## src/rtl/csel_pkg.sv

```systemverilog
// Shared types for the pipelined carry-select adder: operation encoding and
// the elaboration-time parameter legality check.
package csel_pkg;

   typedef enum logic {
      OP_ADD = 1'b0,
      OP_SUB = 1'b1
   } op_t;

   function automatic bit params_legal(int width, int block, int blocks_per_stage);
      if (width <= 0 || block <= 0 || blocks_per_stage <= 0) return 1'b0;
      if ((width % block) != 0) return 1'b0;
      return ((width / block) % blocks_per_stage) == 0;
   endfunction

endpackage

```

## src/rtl/csel_block.sv

```systemverilog
// One carry-select block: both carry-0 and carry-1 sums are formed up front,
// the real carry-in only drives the final 2:1 select.
module csel_block #(
   parameter int BLOCK = 8
) (
   input  logic [BLOCK-1:0] a,
   input  logic [BLOCK-1:0] b,
   input  logic             cin,
   output logic [BLOCK-1:0] sum,
   output logic             cout
);

   logic [BLOCK:0] sum0;
   logic [BLOCK:0] sum1;

   assign sum0 = {1'b0, a} + {1'b0, b};
   assign sum1 = {1'b0, a} + {1'b0, b} + {{BLOCK{1'b0}}, 1'b1};
   assign {cout, sum} = cin ? sum1 : sum0;

endmodule

```

## src/rtl/pipelined_csel_adder.sv

```systemverilog
// Pipelined carry-select adder/subtractor with valid/ready flow control; each
// stage resolves BLOCKS_PER_STAGE blocks and forwards the still-unused operand bits.
module pipelined_csel_adder
   import csel_pkg::*;
#(
   parameter int WIDTH            = 32,
   parameter int BLOCK            = 8,
   parameter int BLOCKS_PER_STAGE = 2
) (
   input  logic             clk,
   input  logic             rst_n,
   input  logic             in_valid,
   output logic             in_ready,
   input  logic [WIDTH-1:0] a,
   input  logic [WIDTH-1:0] b,
   input  logic             cin,
   input  logic             op,
   output logic             out_valid,
   input  logic             out_ready,
   output logic [WIDTH-1:0] sum,
   output logic             cout,
   output logic             ovf
);

   if (!params_legal(WIDTH, BLOCK, BLOCKS_PER_STAGE)) begin : g_bad_params
      $fatal(1, "pipelined_csel_adder: illegal WIDTH/BLOCK/BLOCKS_PER_STAGE combination");
   end

   localparam int NUM_BLOCKS = WIDTH / BLOCK;
   localparam int STAGES     = NUM_BLOCKS / BLOCKS_PER_STAGE;
   localparam int SW         = BLOCK * BLOCKS_PER_STAGE;

   logic             advance;
   logic [WIDTH-1:0] b_eff;
   logic             c0;

   // Whole pipeline moves together; only a held result can stall it.
   assign advance  = !(out_valid && !out_ready);
   assign in_ready = advance;
   assign b_eff    = (op_t'(op) == OP_SUB) ? ~b : b;
   assign c0       = (op_t'(op) == OP_SUB) ? 1'b1 : cin;

   for (genvar k = 0; k < STAGES; k++) begin : g_stage
      localparam int IN_W  = WIDTH - k * SW;
      localparam int RES_W = (k + 1) * SW;

      logic             vin;
      logic [IN_W-1:0]  ain;
      logic [IN_W-1:0]  bin;
      logic             c_in;
      logic [SW-1:0]    res;
      logic [RES_W-1:0] nxt_sum;
      logic             c_nxt;
      logic             v;
      logic             c;
      logic [RES_W-1:0] s;

      if (k == 0) begin : g_src
         assign vin     = in_valid;
         assign ain     = a;
         assign bin     = b_eff;
         assign c_in    = c0;
         assign nxt_sum = res;
      end else begin : g_src
         assign vin     = g_stage[k-1].v;
         assign ain     = g_stage[k-1].g_fwd.a_q;
         assign bin     = g_stage[k-1].g_fwd.b_q;
         assign c_in    = g_stage[k-1].c;
         assign nxt_sum = {res, g_stage[k-1].s};
      end

      for (genvar i = 0; i < BLOCKS_PER_STAGE; i++) begin : g_blk
         logic             blk_cin;
         logic             blk_cout;
         logic [BLOCK-1:0] blk_sum;

         if (i == 0) begin : g_cin
            assign blk_cin = c_in;
         end else begin : g_cin
            assign blk_cin = g_blk[i-1].blk_cout;
         end

         csel_block #(.BLOCK(BLOCK)) u_blk (
            .a    (ain[i*BLOCK +: BLOCK]),
            .b    (bin[i*BLOCK +: BLOCK]),
            .cin  (blk_cin),
            .sum  (blk_sum),
            .cout (blk_cout)
         );

         assign res[i*BLOCK +: BLOCK] = blk_sum;
      end

      assign c_nxt = g_blk[BLOCKS_PER_STAGE-1].blk_cout;

      // NOTE: sequential state uses non-blocking assignments so every stage samples the pre-edge values of its neighbours.
      always_ff @(posedge clk) begin
         if (!rst_n) v <= 1'b0;
         else if (advance) v <= vin;
      end

      if (k == STAGES - 1) begin : g_out
         logic ovf_q;

         always_ff @(posedge clk) begin
            if (!rst_n) begin
               s     <= '0;
               c     <= 1'b0;
               ovf_q <= 1'b0;
            end else if (advance && vin) begin
               s     <= nxt_sum;
               c     <= c_nxt;
               ovf_q <= (ain[IN_W-1] == bin[IN_W-1]) && (res[SW-1] != ain[IN_W-1]);
            end
         end
      end else begin : g_fwd
         logic [IN_W-SW-1:0] a_q;
         logic [IN_W-SW-1:0] b_q;

         // NOTE: inner datapath registers carry no reset; their valid bit alone decides whether they mean anything.
         always_ff @(posedge clk) begin
            if (advance && vin) begin
               s   <= nxt_sum;
               c   <= c_nxt;
               a_q <= ain[IN_W-1:SW];
               b_q <= bin[IN_W-1:SW];
            end
         end
      end
   end

   assign out_valid = g_stage[STAGES-1].v;
   assign sum       = g_stage[STAGES-1].s;
   assign cout      = g_stage[STAGES-1].c;
   assign ovf       = g_stage[STAGES-1].g_out.ovf_q;

endmodule

```

## config.mk

```make
export PLATFORM = sky130hd
export DESIGN_NAME = pipelined_csel_adder
export DESIGN_NICKNAME = d
export VERILOG_FILES = /design/src/rtl/csel_pkg.sv /design/src/rtl/csel_block.sv /design/src/rtl/pipelined_csel_adder.sv
export SDC_FILE = /design/constraint.sdc
export NUM_CORES = 1
export LEC_CHECK = 0
export ABC_AREA = 1
export CAP_MARGIN = 5
export CORE_AREA = 2 2 105 107
export DETAILED_ROUTE_END_ITERATION = 10
export DIE_AREA = 0 0 107 109
export PLACE_DENSITY = 0.79
export REMOVE_ABC_BUFFERS = 1
export SETUP_SLACK_MARGIN = 0.05
export SYNTH_ARGS = -nofsm -noshare
export SYNTH_HDL_FRONTEND = slang
export SYNTH_SLANG_ARGS = --single-unit
```

## constraint.sdc

```tcl
create_clock -name clk -period 5.4 [get_ports clk]
set_clock_uncertainty 0.2 [all_clocks]
set_input_delay 0.81 -clock clk [delete_from_list [all_inputs] [get_ports clk]]
set_output_delay 0.81 -clock clk [all_outputs]
set_load 0.02 [all_outputs]
```

=== After elaboration in Yosys (flattened, before gate mapping) ===
Cells that the tools add are included.

* Bits in registers: 85
* Bits of input ports: 70
* Logic and storage cells: 32

* Bitwise gates (word level): 1
* Equal/unequal tests: 2
* Muxes and demuxes: 6
* $add $sub $neg: 8
* Reductions and logical operators: 6

{| class="wikitable"
|+ Operators by type and width
! cell !! count
|-
| 8-bit by 8-bit adder with 9-bit output || 4
|-
| 9-bit by 1-bit adder with 9-bit output, second input constant || 4
|-
| 9-bit 2-to-1 mux || 4
|-
| 32-bit 2-to-1 mux || 1
|-
| 32-bit NOT || 1
|-
| 1-bit logical AND || 4
|-
| 1-bit logical NOT || 2
|-
| 1-bit == test || 1
|-
| 1-bit 2-to-1 mux || 1
|-
| 1-bit inequality test || 1
|}

=== Logic depth before layout (Yosys ltp) ===
* Word-level depth: 6
* Gate-level depth with buffers: 20

=== Hierarchy ===
A second synthesis with hierarchy kept.

* Cell total of the unflattened synthesis: 649
* Area total of the unflattened synthesis: 5549.1 um2

{| class="wikitable"
|+ Modules (own cells, without submodules)
! module !! cells each !! area each (um2) !! instances !! seq. area each (um2)
|-
| pipelined_csel_adder || 249 || 3061.7 || 1 || 2192.1
|-
| csel_block || 100 || 621.8 || 4 || 0.0
|}

=== Least setup slack after synthesis ===
Ideal clock, no wire load.

* Kind: input port to flip-flop
* Start point: input op
* End point: register g_stage[0].s[14], data pin
* Arrival: 3.530 ns
* Stages on the path: 18
* Setup time: 0.264 ns
* Path slack: 1.405 ns
* Cells stage by stage: buf_2 buf_1 xor2_1 ha_1 inv_1 fa_1 inv_1 ha_1 inv_1 nor4_4 nand2_2 nor2_4 nand3_2 nand2_4 nand2_4 buf_8 nand2_2 o21ai_2

* Word-level cells in the longest chain between the ends: 5

{| class="wikitable"
|+ RTL lines
! what !! line !! source
|-
| from (decl) || pipelined_csel_adder.sv:17 || <nowiki>input logic op,</nowiki>
|-
| 32-bit 2-to-1 mux || pipelined_csel_adder.sv:40 || <nowiki>assign b_eff = (op_t'(op) == OP_SUB) ? ~b : b;</nowiki>
|-
| 8-bit by 8-bit adder with 9-bit output || csel_block.sv:16, csel_block.sv:17 ||
|-
| 9-bit by 1-bit adder with 9-bit output || csel_block.sv:17 || <nowiki>assign sum1 = {1'b0, a} + {1'b0, b} + {{BLOCK{1'b0}}, 1'b1};</nowiki>
|-
| 9-bit 2-to-1 mux || csel_block.sv:18 || <nowiki>assign {cout, sum} = cin ? sum1 : sum0;</nowiki>
|-
| 9-bit 2-to-1 mux * || csel_block.sv:18 ||
|-
| via g_stage[0].g_blk[1].blk_sum[6] || pipelined_csel_adder.sv:75 || <nowiki>logic [BLOCK-1:0] blk_sum;</nowiki>
|-
| to (signal assigned) || pipelined_csel_adder.sv:123 || <nowiki>s <= nxt_sum;</nowiki>
|-
| to (decl) || pipelined_csel_adder.sv:56 || <nowiki>logic [RES_W-1:0] s;</nowiki>
|}

Mark *: on every way through the listed nets, which the timed path passes. The rest lies on a longest branch.
A chain may end at the register's enable or synchronous reset.

=== Worst setup path in the final report ===
Same ends and word-level chain as after synthesis.

==> flow_summary_export.csv <==
group,metric,value,unit
status,outcome,"complete, no violations",
critical_path,worst_setup_path_start_kind,"input pin",
cells_and_area,final_cell_area,0.006696,sq mm
drt,wl_per_cell,12.60,um
timing,finalMaxSlewViolations,0,
logic_synthesis,synth_common_cells,"125 x nand2_1, 76 x nor2_1, 72 x inv_1",
timing,setup_viol,0,
logic_synthesis,synth.area.top_cells,"edfxtp_1 28%, dfxtp_1 14%, nand2_1 8.8%",
global_route,grt_pass1_vias,4267,
logic_synthesis,synthFlopType,"edfxtp_1",
logic_synthesis,yosysSeqAreaShare,41.24,%
clock_network,ctsLongestPathBuffers,2,
critical_path,slowest_delay,450,ps
critical_path,crit_buf_inv,2,
floorplanning,chipHeight,109,um
drt,wirelength,11.09,mm
drt,drcViolationCount,0,
logic_synthesis,synth.avg_cell_area,8.423,sq um
clock_network,root_buffer,"clkbuf_8",
logic_synthesis,synth_edf_count,49,
logic_synthesis,netlist_instances,631,
logic_synthesis,mappedNetlistArea,0.005315,sq mm
timing,max_slew_margin,30.78,%
timing,fin_hold_ws,271.6,ps
drt,ant_nets,0,
critical_path,cp.required,5320,ps
logic_synthesis,synth.distinct_cells,38,
cells_and_area,fill_cells,876,
clock_network,cts_resized,0,
place,port_buffers,105,
floorplanning,core_area,0.01060,sq mm
logic_synthesis,ys_ff_latch,85,
place,gp_congestion,0.8788,
clock_network,cts_num_sinks,85,
drt,dr_total_vias,4426,
cells_and_area,drive_gt1_share,5.405,%
logic_synthesis,yosys.area.top_type,"edfxtp_1",
pwr,p_leak,2.965,nW
timing,rsz0062_at_grt,"no",
timing,finalSetupTns,0,ps
cells_and_area,antenna_cells,0,
place,dpl_cell_area,0.006489,sq mm
cells_and_area,nets,845,
global_route,grt_overflow_total,0,
timing,hold_viol,0,
pwr,power_density,287.8,mW/mm^2
cells_and_area,utilization,63.16,%
clock_network,tritoncts,"yes",
drt,dr.pass1.iters,5,
timing,tightest_slew,1037,ps
critical_path,cp_max_fo,19,
critical_path,path_cells,"buf_2, buf_4, xor2_1, ha_1, a21oi_1, nand2_1, nand2_1, nand2_1, a21oi_1, xor2_1, nor2_1, xnor2_1, nand2_2, o21ai_2",
clock_network,clk_pin_slew,80,ps
critical_path,arrival,3570,ps
floorplanning,placementRows,38,
global_route,grtUsageTotal,19.66,%
critical_path,cp-end-kind,"register",
run,cap_viol_max_count,0,
clock_network,h-tree-depth,3,
floorplanning,die_w,107,um
logic_synthesis,synth_warnings,0,
clock_network,cts-buffers-inserted,9,
drt,vias_per_cell,5.030,
place,hpwl,8.410,mm
critical_path,worst_path_dominant_cell_family,"buffers and inverters",
clock_network,clkLatencyLatePin,370,ps
timing,max_freq,273.5,MHz
drt,drt_iter0_markers,140,
worst_hold_path,holdCritPathClass,"reg -> reg",
critical_path,cpMaxStageDelayCell,"buf_2",
critical_path,worstSetupPathType,"in -> reg",
global_route,grt_max_degree,50,
floorplanning,dieArea,0.01166,sq mm
floorplanning,start_util,50.13,%
pwr,peakVddDrop,0.1202,mV
floorplanning,io_pins,106,
logic_synthesis,yosysMostFrequentCell,"nand2_1",
global_route,grt_pass1_wl,18.16,mm
timing,finalCritPeriodShare,67.70,%
timing,min_period,3656,ps
cells_and_area,area_growth_syn_to_layout,25.99,%
clock_network,hold_buffers,0,
global_route,antenna_found_initial,0,
logic_synthesis,synth.top_cell.area_share,27.68,%
logic_synthesis,async_flop_share,0,%
clock_network,cts_setup_buffers,0,
critical_path,crit_top_cell,"nand2_1",
cell type report:
| class | count | area, sq um | share of cell area [%] |
|---|---|---|---|
| Clock buffer | 11 | 131.4 | 1.962 |
| Clock inverter | 5 | 76.32 | 1.140 |
| Inverter | 75 | 281.5 | 4.204 |
| Multi-Input combinational cell | 457 | 2779 | 41.50 |
| Sequential cell | 85 | 2192 | 32.74 |
| Tap cell | 140 | 175.2 | 2.616 |
| Timing Repair Buffer | 107 | 1061 | 15.84 |
sequential cells by signal, summed over array words and instances, names as in the netlist, 16 cells and up:
register / count
g_stage.g_fwd.a_q: 16
g_stage.g_fwd.b_q: 16
sum: 32
g_stage.s: 16
worst register-to-register path: cells and delay by family, from the launching register on:
kind / cells / cell delay (ps)
compound gates: 1 / 120
fa+ha+maj: 3 / 940
buf+inv: 1 / 40
flops: 1 / 380
simple gates: 9 / 1150
report_power, final:
group	total (mW)	switching, mW	internal [mW]
clock network	0.482	0.223	0.258
logic	0.647	0.375	0.272
registers	0.799	0.0271	0.771
total	1.93	0.626	1.30
final timing paths:
path | from | end | slack [ps] | cells after the start
hold reg to reg | g_stage[0].v$_SDFFE_PN0N_ | g_stage[0].v$_SDFFE_PN0N_ | 270 | 2
hold / removal | g_stage[0].v$_SDFFE_PN0N_ | g_stage[0].v$_SDFFE_PN0N_ | 270 | 2
setup / recovery | op | g_stage[0].s[14]$_DFFE_PP_ | 1740 | 14
setup reg to reg | g_stage[0].g_fwd.a_q[0]$_DFFE_PP_ | sum[30]$_SDFFE_PN0P_ | 2470 | 14
stage by stage:
stage               instances  setup slack, ps  power, mW
floorplan                 617             2077      1.259
global placement          864             1478      1.428
detailed placement        864             1351      1.458
CTS                       880             1746      1.940
global route              880             1482      2.045
finish                    880             1744      1.928
per-layer routing:
layer	track usage, %	up-vias	wire, um
li1	-	2269	-
met1	21.30	2020	4529
met2	37.03	119	5740
met3	4.184	18	603
met4	8.349	0	214
met5	0	-	0
placed cells by master (no fill, tap or decap), types with 2 or more instances in the layout:
cell type          n
dfxtp_1           36
nand2_2            3
nor2_2             2
nand2_1          125
ha_1              36
clkbuf_8           9
xor2_1            50
o21ai_1            5
nor3_1             4
nor3b_1            3
inv_1             71
nand3b_1           9
bufinv_16          2
a21oi_1           30
nand3_2            2
clkbuf_1           2
edfxtp_1          49
fa_1               4
nand2_4            2
clkdlybuf4s50_1  104
a31oi_1            3
buf_4              2
nand3_1           33
inv_2              4
o211ai_1           2
o21ai_2            5
nor2_1            75
nand4_1            9
o21ai_0           31
xnor2_1           15
kinds of logic (layout without fill, tap and decap cells):
family / after synthesis / count (layout) / synth area share [%]
and+or+nand+nor: 272 / 272 / 22.95
AOI/OAI and AO/OA: 78 / 78 / 7.980
adders and majority gates: 40 / 40 / 9.981
buffers and inverters: 89 / 198 / 6.520
DFF: 85 / 85 / 41.24
xor gates and xnor gates: 67 / 67 / 11.32
(Power assumes the default switching activity.)
